[src/rtl/conv_pkg.sv]
// conv_pkg: shared helpers for the narrow/wide converters.
//   lane_idx : maps a beat index within a word to its lane number,
//              honouring the lane order selected by msb_first.
//   keep_hit : keep-mask helper; 1 when mask bit k belongs to the given lane.
package conv_pkg;

    // Beat i lands in the top lane first when msb_first is set,
    // otherwise it lands in lane i.
    function automatic int unsigned lane_idx(input int unsigned i,
                                             input int unsigned ratio,
                                             input bit          msb_first);
        return msb_first ? (ratio - 1 - i) : i;
    endfunction

    function automatic logic keep_hit(input int unsigned k,
                                      input int unsigned lane);
        return (k == lane);
    endfunction

endpackage

[src/rtl/conv_out_reg.sv]
// conv_out_reg: single-entry valid/ready holding register.
//   clk, reset    : clock, synchronous active-high reset
//   load          : capture load_data this cycle (only legal when can_load=1)
//   load_data [W] : payload to capture
//   out_ready     : downstream accepts the held payload
//   can_load      : register is empty or is being drained this cycle
//   out_valid     : payload present
//   out_data [W]  : held payload, stable while out_valid && !out_ready
// Handshake: a payload transfers on any cycle where out_valid && out_ready.
// A load in the same cycle as a drain replaces the payload with no bubble.
module conv_out_reg #(
    parameter int W = 8
) (
    input  logic         clk,
    input  logic         reset,
    input  logic         load,
    input  logic [W-1:0] load_data,
    input  logic         out_ready,
    output logic         can_load,
    output logic         out_valid,
    output logic [W-1:0] out_data
);

    logic         valid_q, valid_d;
    logic [W-1:0] data_q,  data_d;

    always_comb begin
        valid_d  = valid_q;
        data_d   = data_q;
        can_load = !valid_q || out_ready;
        if (load) begin
            valid_d = 1'b1;
            data_d  = load_data;
        end else if (out_ready) begin
            valid_d = 1'b0;
        end
    end

    always_ff @(posedge clk) begin
        if (reset) begin
            valid_q <= 1'b0;
            data_q  <= '0;
        end else begin
            valid_q <= valid_d;
            data_q  <= data_d;
        end
    end

    assign out_valid = valid_q;
    assign out_data  = data_q;

endmodule

[src/rtl/conv_narrow_wide.sv]
// conv_narrow_wide: packs RATIO beats of IN_W bits into one OUT_W word.
//   clk, reset            : clock, synchronous active-high reset
//   in_valid/in_ready     : input beat handshake (beat taken when both high)
//   in_data [IN_W]        : input beat
//   in_last               : this beat closes the current word
//   flush                 : close the pending partial word without a beat
//   out_valid/out_ready   : output word handshake (word taken when both high)
//   out_data [OUT_W]      : packed word, lane k at [k*IN_W +: IN_W]
//   out_keep [RATIO]      : bit k set when lane k holds a beat
//   out_last              : word was closed by in_last or flush
// Handshake: each side transfers on a cycle where valid && ready; in_ready
// is combinational from out_ready so a held word and a new beat can swap
// in one cycle.
module conv_narrow_wide
    import conv_pkg::*;
#(
    parameter  int IN_W      = 8,
    parameter  int RATIO     = 4,
    parameter  int MSB_FIRST = 1,
    localparam int OUT_W     = IN_W * RATIO,
    localparam int CW        = $clog2(RATIO)
) (
    input  logic             clk,
    input  logic             reset,
    input  logic             in_valid,
    input  logic [IN_W-1:0]  in_data,
    input  logic             in_last,
    output logic             in_ready,
    input  logic             flush,
    output logic             out_valid,
    output logic [OUT_W-1:0] out_data,
    output logic [RATIO-1:0] out_keep,
    output logic             out_last,
    input  logic             out_ready
);

    localparam int PW = OUT_W + RATIO + 1;

    logic [OUT_W-1:0] acc_q,  acc_d;
    logic [RATIO-1:0] keep_q, keep_d;
    logic [CW-1:0]    cnt_q,  cnt_d;

    logic             can_load;
    logic             accept;
    logic             at_end;
    logic             load;
    logic [CW-1:0]    lane;
    logic [RATIO-1:0] lane_keep;
    logic [OUT_W-1:0] word_data;
    logic [RATIO-1:0] word_keep;
    logic             word_last;
    logic [PW-1:0]    held;

    always_comb begin
        lane = CW'(lane_idx(32'(cnt_q), RATIO, MSB_FIRST != 0));
        lane_keep = '0;
        for (int k = 0; k < RATIO; k++) begin
            lane_keep[k] = keep_hit(k, 32'(lane));
        end
    end

    always_comb begin
        in_ready  = can_load && !reset;
        accept    = in_valid && in_ready;
        at_end    = (cnt_q == CW'(RATIO - 1));
        acc_d     = acc_q;
        keep_d    = keep_q;
        cnt_d     = cnt_q;
        load      = 1'b0;
        word_data = acc_q;
        word_keep = keep_q;
        word_last = 1'b1;
        if (accept) begin
            word_data[int'(lane)*IN_W +: IN_W] = in_data;
            word_keep = keep_q | lane_keep;
            if (at_end || in_last || flush) begin
                load      = 1'b1;
                // A word that merely filled up is not "last" unless the
                // source also marked it so.
                word_last = !at_end || in_last || flush;
                acc_d     = '0;
                keep_d    = '0;
                cnt_d     = '0;
            end else begin
                acc_d  = word_data;
                keep_d = word_keep;
                cnt_d  = cnt_q + 1'b1;
            end
        end else if (flush && (cnt_q != '0) && can_load && !reset) begin
            // Bare flush: emit what is accumulated; empty words never go out.
            load   = 1'b1;
            acc_d  = '0;
            keep_d = '0;
            cnt_d  = '0;
        end
    end

    always_ff @(posedge clk) begin
        if (reset) begin
            acc_q  <= '0;
            keep_q <= '0;
            cnt_q  <= '0;
        end else begin
            acc_q  <= acc_d;
            keep_q <= keep_d;
            cnt_q  <= cnt_d;
        end
    end

    conv_out_reg #(.W(PW)) u_out_reg (
        .clk       (clk),
        .reset     (reset),
        .load      (load),
        .load_data ({word_last, word_keep, word_data}),
        .out_ready (out_ready),
        .can_load  (can_load),
        .out_valid (out_valid),
        .out_data  (held)
    );

    assign out_data = held[OUT_W-1:0];
    assign out_keep = held[OUT_W +: RATIO];
    assign out_last = held[PW-1];

endmodule

[config.mk]
export PLATFORM = sky130hd
export DESIGN_NAME = conv_narrow_wide
export DESIGN_NICKNAME = d
export VERILOG_FILES = /design/src/rtl/conv_pkg.sv /design/src/rtl/conv_out_reg.sv /design/src/rtl/conv_narrow_wide.sv
export SDC_FILE = /design/constraint.sdc
export NUM_CORES = 1
export LEC_CHECK = 0
export ABC_AREA = 0
export BUFFER_PORTS_ARGS = -buffer_cell sky130_fd_sc_hd__buf_2
export CAP_MARGIN = 20
export CORE_MARGIN = 5
export CORE_UTILIZATION = 45
export CTS_CLUSTER_SIZE = 28
export DETAILED_ROUTE_END_ITERATION = 12
export PLACE_DENSITY = 0.7
export SETUP_SLACK_MARGIN = 0.2
export SYNTH_ARGS = -nofsm -noshare
export SYNTH_HDL_FRONTEND = slang
export SYNTH_SLANG_ARGS = --single-unit
export TNS_END_PERCENT = 50
[constraint.sdc]
create_clock -name clk -period 4.6 [get_ports clk]
set_input_delay 0.69 -clock clk [delete_from_list [all_inputs] [get_ports clk]]
set_output_delay 0.69 -clock clk [all_outputs]
set_load 0.02 [all_outputs]
== Word level (Yosys, flattened, before mapping) ==
Index checks and enable logic that the tools add are counted.

* Word-level logic and storage cells: 51
* Register bits: 76
* Memory bits (writable): 0
* Memory bits (read-only): 0
* Output and inout bits: 39
* Bits in latches: 0
* Bits of input ports: 14
* Memories kept: 0

* Multiply operators: 0
* Shift operators: 2
* Magnitude comparators: 0
* Bitwise logic cells: 1
* Divide/modulo/power cells: 0
* Muxes and demuxes: 19
* Add/subtract/negate cells: 3
* Equal/unequal tests: 4
* Reductions and logical operators: 17

{| class="wikitable"
|+ Operators with widths
! operator !! count
|-
| 2-to-1 mux 32 bit || 4
|-
| negation 5 -> 33 bit || 1
|-
| variable shift 8 x 33 -> 32 bit (first input constant) || 1
|-
| variable part select 8 x 33 -> 32 bit || 1
|-
| bitwise mux 32 bit || 1
|-
| 2-to-1 mux 4 bit || 4
|-
| 2-to-1 mux 1 bit || 7
|-
| 2-to-1 mux 2 bit || 3
|-
| nonzero test 2 bit || 3
|-
| logical AND 1 bit || 5
|-
| logical OR 1 bit || 5
|-
| == test 2 bit (first input constant) || 2
|-
| bitwise OR 4 bit || 1
|-
| zero test 1 bit || 3
|-
| adder 2 x 1 -> 2 bit (second input constant) || 1
|-
| == test 1 x 2 -> 1 bit (first input constant) || 1
|-
| == test 2 bit (second input constant) || 1
|-
| zero test 2 bit || 1
|-
| subtractor 2 bit (first input constant) || 1
|}

== Depth between registers and ports, before layout ==
* Word-level depth: 7
* Depth in mapped cells: 9
* Gate-level depth less buffers: 6

== By module ==
A second synthesis with hierarchy kept.

* Cells, all modules: 311
* Area total of the unflattened synthesis: 3,263.1 µm²

{| class="wikitable"
|+ By module, submodules not included
! module !! cells each !! seq. area each (µm²) !! instances !! area an instance (µm²)
|-
| conv_narrow_wide || 188 || 760.7 || 1 || 1,901.8
|-
| conv_out_reg || 123 || 760.7 || 1 || 1,361.3
|}

== Worst setup path after synthesis ==
Ideal clock, no wire load.

* Kind: input -> output
* Start point: input reset
* End point: output in_ready
* Data required time: 3.910 ns
* Stages on the path: 3
* Setup slack: 2.529 ns
* Arrival: 1.381 ns
* Cells stage by stage: buf_6 > clkbuf_1 > nor2_1

* Cells in the longest elaborated chain, start to end: 2

{| class="wikitable"
|+ RTL lines
! item !! RTL line !! RTL
|-
| start: declaration || conv_narrow_wide.sv:24 || <nowiki>input logic reset,</nowiki>
|-
| zero test 1 bit || conv_narrow_wide.sv:63 || <nowiki>in_ready = can_load && !reset;</nowiki>
|-
| logical AND 1 bit || conv_narrow_wide.sv:63 ||
|-
| end: declaration || conv_narrow_wide.sv:28 || <nowiki>output logic in_ready,</nowiki>
|}

Every way passes these cells.

== Worst setup path after layout ==
* Start point: input reset
* End point: register u_out_reg.data_q[32] (netlist: u_out_reg.out_data[32])

* Cells in the longest elaborated chain, start to end: 4
* Elaborated cells on any way between the ends: 7
* Classes of those cells: 3 x mux; 4 x reduce/logical

{| class="wikitable"
|+ RTL lines
! item !! RTL line !! RTL
|-
| zero test 1 bit || conv_narrow_wide.sv:63, conv_narrow_wide.sv:89 ||
|-
| logical AND 1 bit, on equally long branches || conv_narrow_wide.sv:89, conv_narrow_wide.sv:63 ||
|-
| 2-to-1 mux 1 bit / logical AND 1 bit (equally long branches) || conv_narrow_wide.sv:89, conv_narrow_wide.sv:64 ||
|-
| 2-to-1 mux 1 bit / 2-to-1 mux 4 bit (equally long branches) || conv_narrow_wide.sv:73 || <nowiki>if (accept) begin</nowiki>
|-
| end signal: assignment || conv_out_reg.sv:45 || <nowiki>data_q <= data_d;</nowiki>
|-
| end: declaration || conv_out_reg.sv:25 || <nowiki>logic [W-1:0] data_q, data_d;</nowiki>
|}

Several ways; a longest one is shown, not always the timed one.
A chain may end at the register's enable or synchronous reset.

==> run metrics <==
Syn-to-layout area delta=13.13%; kind of critical path=primary input to register; RSZ-0062 raised after global routing=no; skew final=6.652 ps; Cell variety after synth=39; Syn Nets=340; top-count cell post-synth=dfxtp_1; total power=1.347 mW; status=finished clean; Ports=53; period utilization=0.5932; final WL=8105 um; final setup TNS=0 ps; Pleak=1.384 nW; first-pass GRT wire length=13690 um; dpl hpwl=5404 um; # diodes=0; via count=2691; GRT Total Usage=0.1959; CP arrival=2950 ps; layout cells sized above 1=0.2514; Post-synth EDFFs=0; Post-Layout Cell Count=454; Crit path required time=4820 ps; Post-Syn Instances=318; initial antenna violation count=0; First DRT Iteration DRCs=182; H-tree depth=3; Placed Cells=441; cell area after synthesis=3211 um2; postcts setup bufs=0; crit start category=primary input; min Tclk post-route=2729 ps; final hold vios=0; Synth area leader=dfxtp_1; post-CTS sizing=0; Layout fillers=630; Initial Utilization=0.4674; DRT Pass-1 Iters=6; Fmax achieved=366.5 MHz; critical path endpoint category=register; Main synth FF type=dfxtp_1; largest net degree at the start of global routing=45; Final setup viols=0; GRT overflow=0; Worst-Skew Late Latency=340 ps; Synth Warn #=0; Port-buffer cells=52; CTS tree=done; final net count=378; Die Ht=94.47 um; routed vias/inst=5.927; vias in the first global route=2664; Pins Over Slew Limit=0; CP Max Fanout=39; max-cap violations=0; most instantiated cells after synthesis=dfxtp_1 (76), a22oi_1 (56), a21oi_1 (34); site row count=30; register bit total from synthesis=76; maximum root-to-sink buffer count=2; relative slew slack=0.4795; mean cell area of the mapped netlist=10.10 um2; top cell type's share of synthesized area=0.4739; Sink Count=76; CORE AREA=6869 um2; Post-CTS Hold Buffers=0; Routed WL per cell=17.85 um; CTS clk-pin slew, worst paths=80 ps; Root Buffer=clkbuf_8; Num CTS Buffers=9; Peak VDD IR=0.0002106 V; Routed Antenna Nets=0; Residual DRC=0; chip width=94.47 um; post-synthesis async set-or-reset flop share=0; RD Place Congestion=0.8538; Tightest Pin Transition=780.7 ps; Tightest Hold Check Type=register to register; Die Footprint=8924 um2; sequential element share of the synthesized area=0.4739; Cell Pwr Density=370.8 nW/um2; Synth area leaders=dfxtp_1 (47%), a22oi_1 (13%), a21oi_1 (5.3%), o2bb2ai_1 (4.4%), o2bb2ai_2 (3.7%)
-- state kept, by name, indices dropped and copies added, names as in the netlist --
name                 cells
u_out_reg.out_valid      1
acc_q                   32
cnt_q                    2
keep_q                   4
u_out_reg.out_data      37
-- critical path, cell delays in order --
cell      delay [ps]
buf_2            360
nor2b_1          260
nand3_1          140
buf_4            380
and2_1           550
buf_4            410
a211oi_1         130
-- routing by layer --
metal  vias to the layer above  GRT usage  wire, um
li1                       1288          -         -
met2                        98     0.3038      3864
met1                      1299     0.2703      3680
met3                         6    0.05896       524
met4                         0    0.04207        35
met5                         -          0         0
-- layout by cell type (no fill, tap or decap), types with 2 or more instances in the layout --
cell type / netlist / final
nand3_1: 5 / 5
a21oi_2: 2 / 2
inv_1: 4 / 4
a21oi_1: 34 / 34
buf_4: 2 / 3
nor2_1: 3 / 3
a31oi_1: 8 / 8
o2bb2ai_1: 16 / 16
nor3_2: 6 / 6
nand2_1: 19 / 19
ha_1: 8 / 8
nand4b_1: 5 / 5
a22oi_1: 56 / 56
o2bb2ai_2: 8 / 8
nor2b_1: 2 / 2
and3_1: 3 / 3
clkbuf_8: 0 / 10
and2_1: 9 / 9
nand4_1: 8 / 8
a211oi_2: 3 / 3
buf_2: 7 / 52
dfxtp_1: 76 / 76
-- layout make-up --
| class | instances | area (um2) | area share |
|---|---|---|---|
| Clock buffer | 11 | 141.4 | 0.03893 |
| Clock inverter | 2 | 13.76 | 0.003789 |
| Inverter | 5 | 18.77 | 0.005167 |
| Tap cell | 96 | 120.1 | 0.03307 |
| Sequential cell | 76 | 1521 | 0.4189 |
| Timing Repair Buffer | 55 | 282.8 | 0.07785 |
| Multi-Input combinational cell | 209 | 1534 | 0.4223 |
-- through the flow --
step           cell area, um2  setup slack, ps    util  hold WS [ps]
6_report                 3632             1871  0.5288         463.6
5_1_grt                  3632             1616  0.5288         479.9
4_1_cts                  3632             1870  0.5288         466.7
3_5_place_dp             3477             1508  0.5062         445.9
3_3_place_gp             3477             1641  0.5062         443.5
2_1_floorplan            3211             2529       -         429.6
-- cells by family after synthesis --
| logic type | Yosys count | synth area share |
|---|---|---|
| AO/OA/AOI/OAI | 132 | 0.3114 |
| flip-flops | 76 | 0.4739 |
| AND/OR/NAND/NOR | 68 | 0.1317 |
| buffers and inverters | 33 | 0.04832 |
| adder cells (fa/ha/maj) | 8 | 0.03118 |
| multiplexers | 1 | 0.003507 |
-- path summary, 6_finish.rpt --
kind,slack (ps),from,cells after the start,endpoint
setup / recovery,1870,reset,7,u_out_reg.out_data[32]
hold / removal,460,acc_q[0],1,acc_q[0]
setup reg to reg,1900,cnt_q[0],7,u_out_reg.out_data[32]
hold reg to reg,460,acc_q[0],1,acc_q[0]
-- power breakdown --
group | total [mW] | switching, mW | internal, mW
sequential | 0.715 | 0.0198 | 0.695
combinational | 0.200 | 0.135 | 0.0650
clock | 0.431 | 0.229 | 0.202
total | 1.35 | 0.385 | 0.962
Power figures use the tool's default switching activity.
